--- src/rtl/ahb_interconnect_m2s2.sv ---
// AHB interconnect for two masters and two slaves. It contains a round-robin
// arbiter with bus request/grant and a registered address-phase master mux.
// It also has the data-phase write-data mux, an address decoder with region
// remap, the slave response mux, and a default slave for unmapped addresses.
module ahb_interconnect_m2s2 #(
    parameter int          P_NUMM        = 2,
    parameter int          P_NUMS        = 2,
    parameter logic [31:0] P_HSEL0_START = 32'h0,
    parameter logic [31:0] P_HSEL0_SIZE  = 32'h400,
    parameter logic [31:0] P_HSEL1_START = 32'h400,
    parameter logic [31:0] P_HSEL1_SIZE  = 32'h400
) (
    input  logic        HCLK,
    input  logic        HRESETn,
    input  logic        M0_HBUSREQ,
    input  logic        M1_HBUSREQ,
    output logic        M0_HGRANT,
    output logic        M1_HGRANT,
    input  logic [31:0] M0_HADDR,
    input  logic [31:0] M1_HADDR,
    input  logic [1:0]  M0_HTRANS,
    input  logic [1:0]  M1_HTRANS,
    input  logic [2:0]  M0_HSIZE,
    input  logic [2:0]  M1_HSIZE,
    input  logic [2:0]  M0_HBURST,
    input  logic [2:0]  M1_HBURST,
    input  logic [3:0]  M0_HPROT,
    input  logic [3:0]  M1_HPROT,
    input  logic        M0_HLOCK,
    input  logic        M1_HLOCK,
    input  logic        M0_HWRITE,
    input  logic        M1_HWRITE,
    input  logic [31:0] M0_HWDATA,
    input  logic [31:0] M1_HWDATA,
    output logic [31:0] M_HRDATA,
    output logic [1:0]  M_HRESP,
    output logic        M_HREADY,
    output logic [31:0] S_HADDR,
    output logic        S_HWRITE,
    output logic [1:0]  S_HTRANS,
    output logic [2:0]  S_HSIZE,
    output logic [2:0]  S_HBURST,
    output logic [3:0]  S_HPROT,
    output logic [31:0] S_HWDATA,
    output logic        S_HREADY,
    output logic [3:0]  S_HMASTER,
    output logic        S_HMASTLOCK,
    output logic        S0_HSEL,
    output logic        S1_HSEL,
    input  logic        S0_HREADY,
    input  logic        S1_HREADY,
    input  logic [1:0]  S0_HRESP,
    input  logic [1:0]  S1_HRESP,
    input  logic [31:0] S0_HRDATA,
    input  logic [31:0] S1_HRDATA,
    input  logic [15:0] S0_HSPLIT,
    input  logic [15:0] S1_HSPLIT,
    input  logic        REMAP
);

    localparam logic [1:0] TRANS_IDLE = 2'd0;
    localparam logic [1:0] RESP_OKAY  = 2'd0;
    localparam logic [1:0] RESP_ERROR = 2'd2;
    localparam logic [1:0] SLV_0      = 2'd0;
    localparam logic [1:0] SLV_1      = 2'd1;
    localparam logic [1:0] SLV_DEF    = 2'd2;

    localparam logic [31:0] REGION_START [P_NUMS] = '{P_HSEL0_START, P_HSEL1_START};
    localparam logic [31:0] REGION_SIZE  [P_NUMS] = '{P_HSEL0_SIZE, P_HSEL1_SIZE};

    // Master-side signals gathered into arrays indexed by master number.
    logic        m_busreq [P_NUMM];
    logic [31:0] m_haddr  [P_NUMM];
    logic [1:0]  m_htrans [P_NUMM];
    logic [2:0]  m_hsize  [P_NUMM];
    logic [2:0]  m_hburst [P_NUMM];
    logic [3:0]  m_hprot  [P_NUMM];
    logic        m_hlock  [P_NUMM];
    logic        m_hwrite [P_NUMM];
    logic [31:0] m_hwdata [P_NUMM];

    assign m_busreq[0] = M0_HBUSREQ;
    assign m_busreq[1] = M1_HBUSREQ;
    assign m_haddr[0]  = M0_HADDR;
    assign m_haddr[1]  = M1_HADDR;
    assign m_htrans[0] = M0_HTRANS;
    assign m_htrans[1] = M1_HTRANS;
    assign m_hsize[0]  = M0_HSIZE;
    assign m_hsize[1]  = M1_HSIZE;
    assign m_hburst[0] = M0_HBURST;
    assign m_hburst[1] = M1_HBURST;
    assign m_hprot[0]  = M0_HPROT;
    assign m_hprot[1]  = M1_HPROT;
    assign m_hlock[0]  = M0_HLOCK;
    assign m_hlock[1]  = M1_HLOCK;
    assign m_hwrite[0] = M0_HWRITE;
    assign m_hwrite[1] = M1_HWRITE;
    assign m_hwdata[0] = M0_HWDATA;
    assign m_hwdata[1] = M1_HWDATA;

    // Split-resume vectors are not used: SPLIT/RETRY are never issued here.
    logic unused_split;
    assign unused_split = ^{S0_HSPLIT, S1_HSPLIT};

    logic       grant_reg, grant_next;
    logic       owner_reg;
    logic       dmaster_reg;
    logic       mastlock_reg;
    logic [1:0] dslave_reg;
    logic       def_req_reg;
    logic       def_second_reg;
    logic       bus_ready;
    logic       other_m;
    logic       hold_grant;
    logic [P_NUMS-1:0] region_hit;
    logic [1:0] addr_slave;
    logic       def_hready;
    logic [1:0] def_hresp;

    // Address-phase mux driven by the registered address owner.
    assign S_HADDR     = m_haddr[owner_reg];
    assign S_HTRANS    = m_htrans[owner_reg];
    assign S_HWRITE    = m_hwrite[owner_reg];
    assign S_HSIZE     = m_hsize[owner_reg];
    assign S_HBURST    = m_hburst[owner_reg];
    assign S_HPROT     = m_hprot[owner_reg];
    assign S_HMASTER   = {3'b000, owner_reg};
    assign S_HMASTLOCK = mastlock_reg;
    assign S_HWDATA    = m_hwdata[dmaster_reg];
    assign M0_HGRANT   = ~grant_reg;
    assign M1_HGRANT   = grant_reg;

    // Region hit: offset from the region base below the region size.
    generate
        for (genvar gi = 0; gi < P_NUMS; gi++) begin : g_region
            assign region_hit[gi] = (S_HADDR - REGION_START[gi]) < REGION_SIZE[gi];
        end
    endgenerate

    // Decoder: swap the slave selects under REMAP, fall back to the default slave.
    always_comb begin
        S0_HSEL    = REMAP ? (region_hit[1] & ~region_hit[0]) : region_hit[0];
        S1_HSEL    = REMAP ? region_hit[0] : (region_hit[1] & ~region_hit[0]);
        addr_slave = SLV_DEF;
        if (S0_HSEL) begin
            addr_slave = SLV_0;
        end else if (S1_HSEL) begin
            addr_slave = SLV_1;
        end
    end

    // Default slave: a two-cycle ERROR for active transfers, otherwise OKAY.
    always_comb begin
        def_hready = ~(def_req_reg & ~def_second_reg);
        def_hresp  = def_req_reg ? RESP_ERROR : RESP_OKAY;
    end

    // Response mux selected by the data-phase slave.
    always_comb begin
        M_HRDATA = 32'h0;
        M_HRESP  = def_hresp;
        M_HREADY = def_hready;
        case (dslave_reg)
            SLV_0: begin
                M_HRDATA = S0_HRDATA;
                M_HRESP  = S0_HRESP;
                M_HREADY = S0_HREADY;
            end
            SLV_1: begin
                M_HRDATA = S1_HRDATA;
                M_HRESP  = S1_HRESP;
                M_HREADY = S1_HREADY;
            end
            default: ;
        endcase
    end

    assign bus_ready = M_HREADY;
    assign S_HREADY  = M_HREADY;

    // Round-robin arbitration: hold while locked or while the grantee is still transferring.
    always_comb begin
        other_m    = ~grant_reg;
        hold_grant = mastlock_reg | m_hlock[grant_reg] |
                     (m_busreq[grant_reg] & (m_htrans[grant_reg] != TRANS_IDLE));
        grant_next = grant_reg;
        if (!hold_grant && m_busreq[other_m]) begin
            grant_next = other_m;
        end
    end

    // Grant, address owner and lock flag advance only on ready edges.
    always_ff @(posedge HCLK or negedge HRESETn) begin
        if (!HRESETn) begin
            grant_reg    <= 1'b0;
            owner_reg    <= 1'b0;
            mastlock_reg <= 1'b0;
        end else if (bus_ready) begin
            grant_reg    <= grant_next;
            owner_reg    <= grant_reg;
            mastlock_reg <= m_hlock[grant_reg];
        end
    end

    // Data-phase master and slave captured from the completing address phase.
    always_ff @(posedge HCLK or negedge HRESETn) begin
        if (!HRESETn) begin
            dmaster_reg <= 1'b0;
            dslave_reg  <= SLV_DEF;
        end else if (bus_ready) begin
            dmaster_reg <= owner_reg;
            dslave_reg  <= addr_slave;
        end
    end

    // Default-slave sequencing: arm on an active unmapped transfer, then step to the second cycle.
    always_ff @(posedge HCLK or negedge HRESETn) begin
        if (!HRESETn) begin
            def_req_reg    <= 1'b0;
            def_second_reg <= 1'b0;
        end else if (bus_ready) begin
            def_req_reg    <= (addr_slave == SLV_DEF) & S_HTRANS[1];
            def_second_reg <= 1'b0;
        end else if (def_req_reg) begin
            def_second_reg <= 1'b1;
        end
    end

endmodule

--- config.mk ---
export PLATFORM = sky130hd
export DESIGN_NAME = ahb_interconnect_m2s2
export DESIGN_NICKNAME = d
export VERILOG_FILES = /design/src/rtl/ahb_interconnect_m2s2.sv
export SDC_FILE = /design/constraint.sdc
export NUM_CORES = 1
export LEC_CHECK = 0
export BUFFER_PORTS_ARGS = -buffer_cell sky130_fd_sc_hd__buf_2
export CAP_MARGIN = 30
export CORE_AREA = 2 2 149 151
export CTS_CLUSTER_DIAMETER = 120
export DETAILED_ROUTE_END_ITERATION = 12
export DIE_AREA = 0 0 151 153
export HOLD_SLACK_MARGIN = 0.12
export PLACE_DENSITY_LB_ADDON = 0.15
export SETUP_SLACK_MARGIN = 0.3
export SYNTH_ARGS = -nofsm -noshare
export SYNTH_HDL_FRONTEND = slang
export SYNTH_SLANG_ARGS = --single-unit
--- constraint.sdc ---
create_clock -name HCLK -period 2.05 [get_ports HCLK]
set_clock_uncertainty 0.05 [all_clocks]
set_input_delay 0.1025 -clock HCLK [delete_from_list [all_inputs] [get_ports HCLK]]
set_output_delay 0.1025 -clock HCLK [all_outputs]
set_load 0.02 [all_outputs]
; ---- After elaboration in Yosys (flattened, before gate mapping)
; Cells that the tools add are included.
[word_totals]
out_inout_bits = 122
word_cells = 79
inputBits = 263
regBits = 8
[op_classes]
n_reduce_logical = 6
n_lt_le_gt_ge = 6
n_addsub = 1
eq_ne = 2
bitwise_logic = 14
muxes = 43
[ops]
columns = cell, n
row1 = $mux 32, 6
row2 = $lt 32x11->1 const B, 2
row3 = $pmux 32 s2, 1
row4 = $sub 32x11->32 const B, 1
row5 = $mux 2, 9
row6 = $mux 3, 6
row7 = $mux 1, 16
row8 = $mux 4, 3
row9 = $ge 2x2->1 const B, 4
row10 = $not 1->2, 4
row11 = $and 1x1->1, 4
row12 = $not 1->1, 4
row13 = $pmux 2 s2, 1
row14 = $reduce_bool 2->1, 2
row15 = $eq 2x1->1 const B, 1
row16 = $eq 2x2->1 const B, 1
row17 = $logic_not 2->1, 1
row18 = $or 1x1->1, 2
row19 = $pmux 1 s2, 1
row20 = $reduce_and 2->1, 1
row21 = $logic_and 1x1->1, 1
row22 = $logic_not 1->1, 1

; ---- Logic depth before layout (Yosys ltp)
[depth]
depth_word = 12
ltp_mapped = 7
mapped_depth_nobuf = 6

; ---- Least setup slack after synthesis
; Ideal clock, no wire load.
[synth_path]
path_kind = reg-to-output
startpoint = register owner_reg
endpoint = output port S0_HSEL
setup_slack_ns = 0.092
required_time_ns = 1.898
arrival_ns = 1.806
path_buffers = 1
stages_incl_launch_ff = 8
path_cell_list = dfrtp_1 > buf_4 > mux2i_1 > inv_1 > nor2_1 > and3_4 > o311a_1 > mux2_2
[synth_between]
elab_chain_cells = 8
word_cells_on_any_way = 10
classes_between = 1 x add/sub / 2 x order compare / 4 x mux / 3 x bitwise
[synth_rtl]
columns = item, line
row1 = "start, declared", 106  ; logic owner_reg;
row2 = "start signal, assigned", 200  ; owner_reg <= grant_reg;
row3 = $not 1->2 (not written as such) *, 121  ; assign S_HADDR = m_haddr[owner_reg];
row4 = $mux 32 (not written as such) * (3 in a row), 121
row5 = via S_HADDR[31], 38  ; output logic [31:0] S_HADDR,
row6 = $sub 32x11->32 or $lt 32x11->1 (tied branches), 136  ; assign region_hit[gi] = (S_HADDR - REGION_START[gi]) < REGION_SIZE[gi];
row7 = $lt 32x11->1 or $not 1->1 (tied branches), "136, 142"
row8 = $and 1x1->1, 142  ; S0_HSEL = REMAP ? (region_hit[1] & ~region_hit[0]) : region_hit[0];
row9 = $mux 1 *, 142
row10 = "end, declared", 48  ; output logic S0_HSEL,
; The timed path passes the listed nets; every way through them passes the cells marked *. The select of a mux whose other input is x is not followed.

; ---- Final worst setup path
[layout_path]
startpoint = register owner_reg
endpoint = output port S0_HSEL
[layout_between]
elab_chain_cells = 8
word_cells_on_any_way = 10
classes_between = 1 x add/sub / 2 x order compare / 4 x mux / 3 x bitwise
[layout_rtl]
columns = item, line
row1 = $not 1->2 (not written as such) *, 121
row2 = $mux 32 (not written as such) * (3 in a row), 121
row3 = $sub 32x11->32 or $lt 32x11->1 (tied branches), 136
row4 = $lt 32x11->1 or $not 1->1 (tied branches), "136, 142"
row5 = $and 1x1->1, 142
row6 = $mux 1 *, 142
; Mark *: on every way between the ends. The rest lies on a longest branch, timed or not. The select of a mux whose other input is x is not followed.

==> flow_summary.json <==
{
  "startpoint_type": "flip-flop",
  "synthDistinctLibCells": 39,
  "cts_buffers": 3,
  "hold_violations": 0,
  "cp_max_fo": 5,
  "synthArstFlopShare_pct": 100,
  "portBuffers": 349,
  "drt_iter0_markers": 57,
  "worstSkewPairLatency_ps": 230,
  "grt_usage_pct": 9.46,
  "arrival_ps": 2170,
  "slew_headroom_pct": 63.0,
  "grt_overflow": 0,
  "drcViolationCount": 0,
  "row_count": 54,
  "pre_cts_ws_ps": -109,
  "synth.area.mux_share_pct": 59.5,
  "fin_ws_ps": -269,
  "synth.top_cell.area_share_pct": 42.3,
  "clockRootBuffer": "clkbuf_16",
  "worstReg2RegStart": "owner_reg",
  "period_share_pct": 113,
  "power_mw": 4.99,
  "ant_nets": 0,
  "io_pins": 385,
  "synth-compound-area-share_pct": 7.92,
  "synth_edf_count": 0,
  "die_x_um": 151,
  "instances_no_fill": 899,
  "rsz0062_at_grt": "true",
  "grt_pass1_wl_um": 17100,
  "synth_top_family_by_area": "multiplexers",
  "period_needed_ps": 2320,
  "cts.path.max_buffers": 2,
  "worst_pin_slew_ps": 549,
  "largest_reg_flops": 2,
  "hold_end": "S_HMASTLOCK",
  "fmax_mhz": 431,
  "postSynthCellCount": 245,
  "core_area_um2": 21500,
  "power_leakage_nw": 2.60,
  "powerDensity_nw_per_um2": 972,
  "min-delay-start": "M0_HLOCK",
  "ys_top_cells_by_area": "mux2_2, mux2i_1, dfrtp_1",
  "reg2reg_to": "dslave_reg[0]",
  "dp_cells": 873,
  "hold_class": "in2reg",
  "via_per_inst": 3.72,
  "hold_depth": 3,
  "yosysSeqAreaShare_pct": 9.59,
  "slowest_delay_ps": 400,
  "cts_sinks": 8,
  "yosysWarnings": 0,
  "grt_pass1_vias": 3348,
  "final_area_um2": 5140,
  "cts_tree": "built",
  "path_cells": "buf_12, or3_4, nand2b_4, and3_4, o311a_4, mux2_4, buf_6",
  "final-setup-viol-count": 4,
  "finalSetupTns_ps": -492,
  "avgSynthCellArea_um2": 8.57,
  "cp-end-kind": "primary output",
  "die_area_um2": 23100,
  "drv_slew": 0,
  "synth_xor_area_share_pct": 0,
  "clk_pin_slew_ps": 40,
  "fillers": 2391,
  "area_delta_synth_final_pct": 144,
  "antenna_found_initial": 4,
  "dr.pass1.iters": 4,
  "grt_max_degree": 36,
  "nets": 881,
  "drive_gt1_share_pct": 81.0,
  "ys.flop_type": "dfrtp_1",
  "synth_fa_ha_area_share_pct": 0,
  "cpMaxStageDelayCell": "dfrtp_2",
  "post-dp-hpwl_um": 10100,
  "yosys.area_share.simple_pct": 16.9,
  "synth_top_cell_by_area": "mux2_2",
  "vias": 3344,
  "peakVddDrop_v": 0.000559,
  "netlist_area_um2": 2100,
  "cap_violations": 0,
  "ys_ff_latch": 8,
  "gp_congestion": 0.753,
  "cts.htree.levels": 1,
  "outcome": "finished, violations left",
  "violations": "negative setup slack",
  "critPathRequiredTime_ps": 1900,
  "path_class": "reg2out",
  "die_y_um": 153,
  "reg2reg_depth": 7,
  "initial_utilization_pct": 9.78,
  "rrSetupSlack_ps": -20,
  "fin_util_pct": 23.9,
  "dpl_cell_area_um2": 4280,
  "wl_per_cell_um": 13.6,
  "wl_um": 12200,
  "hold-worst-slack_ps": 133
}
==> logic make-up after synthesis <==
group	Yosys count
flip-flops	8
AO/OA/AOI/OAI	22
multiplexers	115
other	1
buffers and inverters	26
AND/OR/NAND/NOR	73
==> report_power, final <==
| part | internal (mW) | switching, mW | total, mW |
|---|---|---|---|
| registers | 0.233 | 0.0625 | 0.296 |
| logic | 2.15 | 2.21 | 4.35 |
| clock network | 0.260 | 0.0839 | 0.344 |
==> cell usage after synthesis, types with 2 or more instances <==
master	instances
nor4b_1	2
nor4_1	6
o311a_1	2
nand2_1	11
nor3_1	3
inv_1	3
mux2_2	79
dfrtp_1	7
buf_4	7
a211oi_1	2
nor2_1	38
clkbuf_1	12
o21ai_0	5
nand3_1	2
o31ai_1	2
mux2i_1	36
nor3b_1	2
a21oi_1	3
buf_1	3
==> layout make-up <==
type                       count  area (µm²)  share of cell area (%)
inverter                       3        11.3                   0.219
tap                          280         350                    6.82
antenna                        2        5.00                  0.0974
sequential                     8         204                    3.97
multi-input combinational    213        2090                    40.8
clock buffer                   4        78.8                    1.53
timing repair buffer         389        2390                    46.6
==> layer usage <==
layer	wire length [µm]	vias up	global-route usage, %
li1	-	1643	-
met2	6640	218	20.1
met1	4070	1466	8.75
met3	1330	15	2.36
met5	10	-	0
met4	161	2	1.87
==> worst max path at each step <==
| stage | start | endpoint | slack [ps] | cells after the start |
|---|---|---|---|---|
| after floorplan | owner_reg | dslave_reg[0] | 240 | 7 |
| after global placement | owner_reg | S0_HSEL | -70 | 7 |
| after detailed placement | owner_reg | S0_HSEL | -110 | 7 |
| after CTS | owner_reg | S0_HSEL | -320 | 7 |
| after global routing | owner_reg | S0_HSEL | -320 | 7 |
| final | owner_reg | S0_HSEL | -270 | 7 |
==> worst max-delay path, delay by kind of cell (launching register included) <==
| kind | cells | cell delay [ps] |
|---|---|---|
| compound gates | 1 | 310 |
| buf+inv | 2 | 280 |
| simple gates | 3 | 660 |
| flops | 1 | 400 |
| mux | 1 | 280 |
==> timing repair <==
action,in CTS,in global routing
resized for setup,103,30
hold buffers,5,0
endpoints found under the setup margin,21,31
hold endpoints to repair,9,0
pin swaps,11,3
setup buffers,8,4
cloned,2,1
==> cell usage in the layout (no fill, tap or decap), types with 2 or more instances in the layout <==
cell type | Yosys | layout
nor2_1 | 38 | 38
o21ai_0 | 5 | 5
nor4_1 | 6 | 4
conb_1 | 1 | 3
buf_4 | 7 | 18
buf_2 | 1 | 321
inv_2 | 0 | 2
clkbuf_16 | 0 | 4
diode_2 | 0 | 2
mux2_4 | 0 | 24
nand2_1 | 11 | 9
a211oi_4 | 0 | 2
or3_4 | 1 | 2
a21oi_2 | 0 | 3
nor3_4 | 0 | 2
dfrtp_2 | 0 | 2
and3_4 | 1 | 2
dlygate4sd3_1 | 0 | 5
o31ai_4 | 0 | 2
nand2_2 | 0 | 2
buf_6 | 0 | 36
nor4_4 | 0 | 2
buf_16 | 0 | 2
buf_12 | 0 | 5
mux2i_1 | 36 | 35
mux2_2 | 79 | 55
nand3_1 | 2 | 2
nor4b_2 | 0 | 2
dfrtp_1 | 7 | 5
No activity file was read; power rests on OpenSTA's default activity.
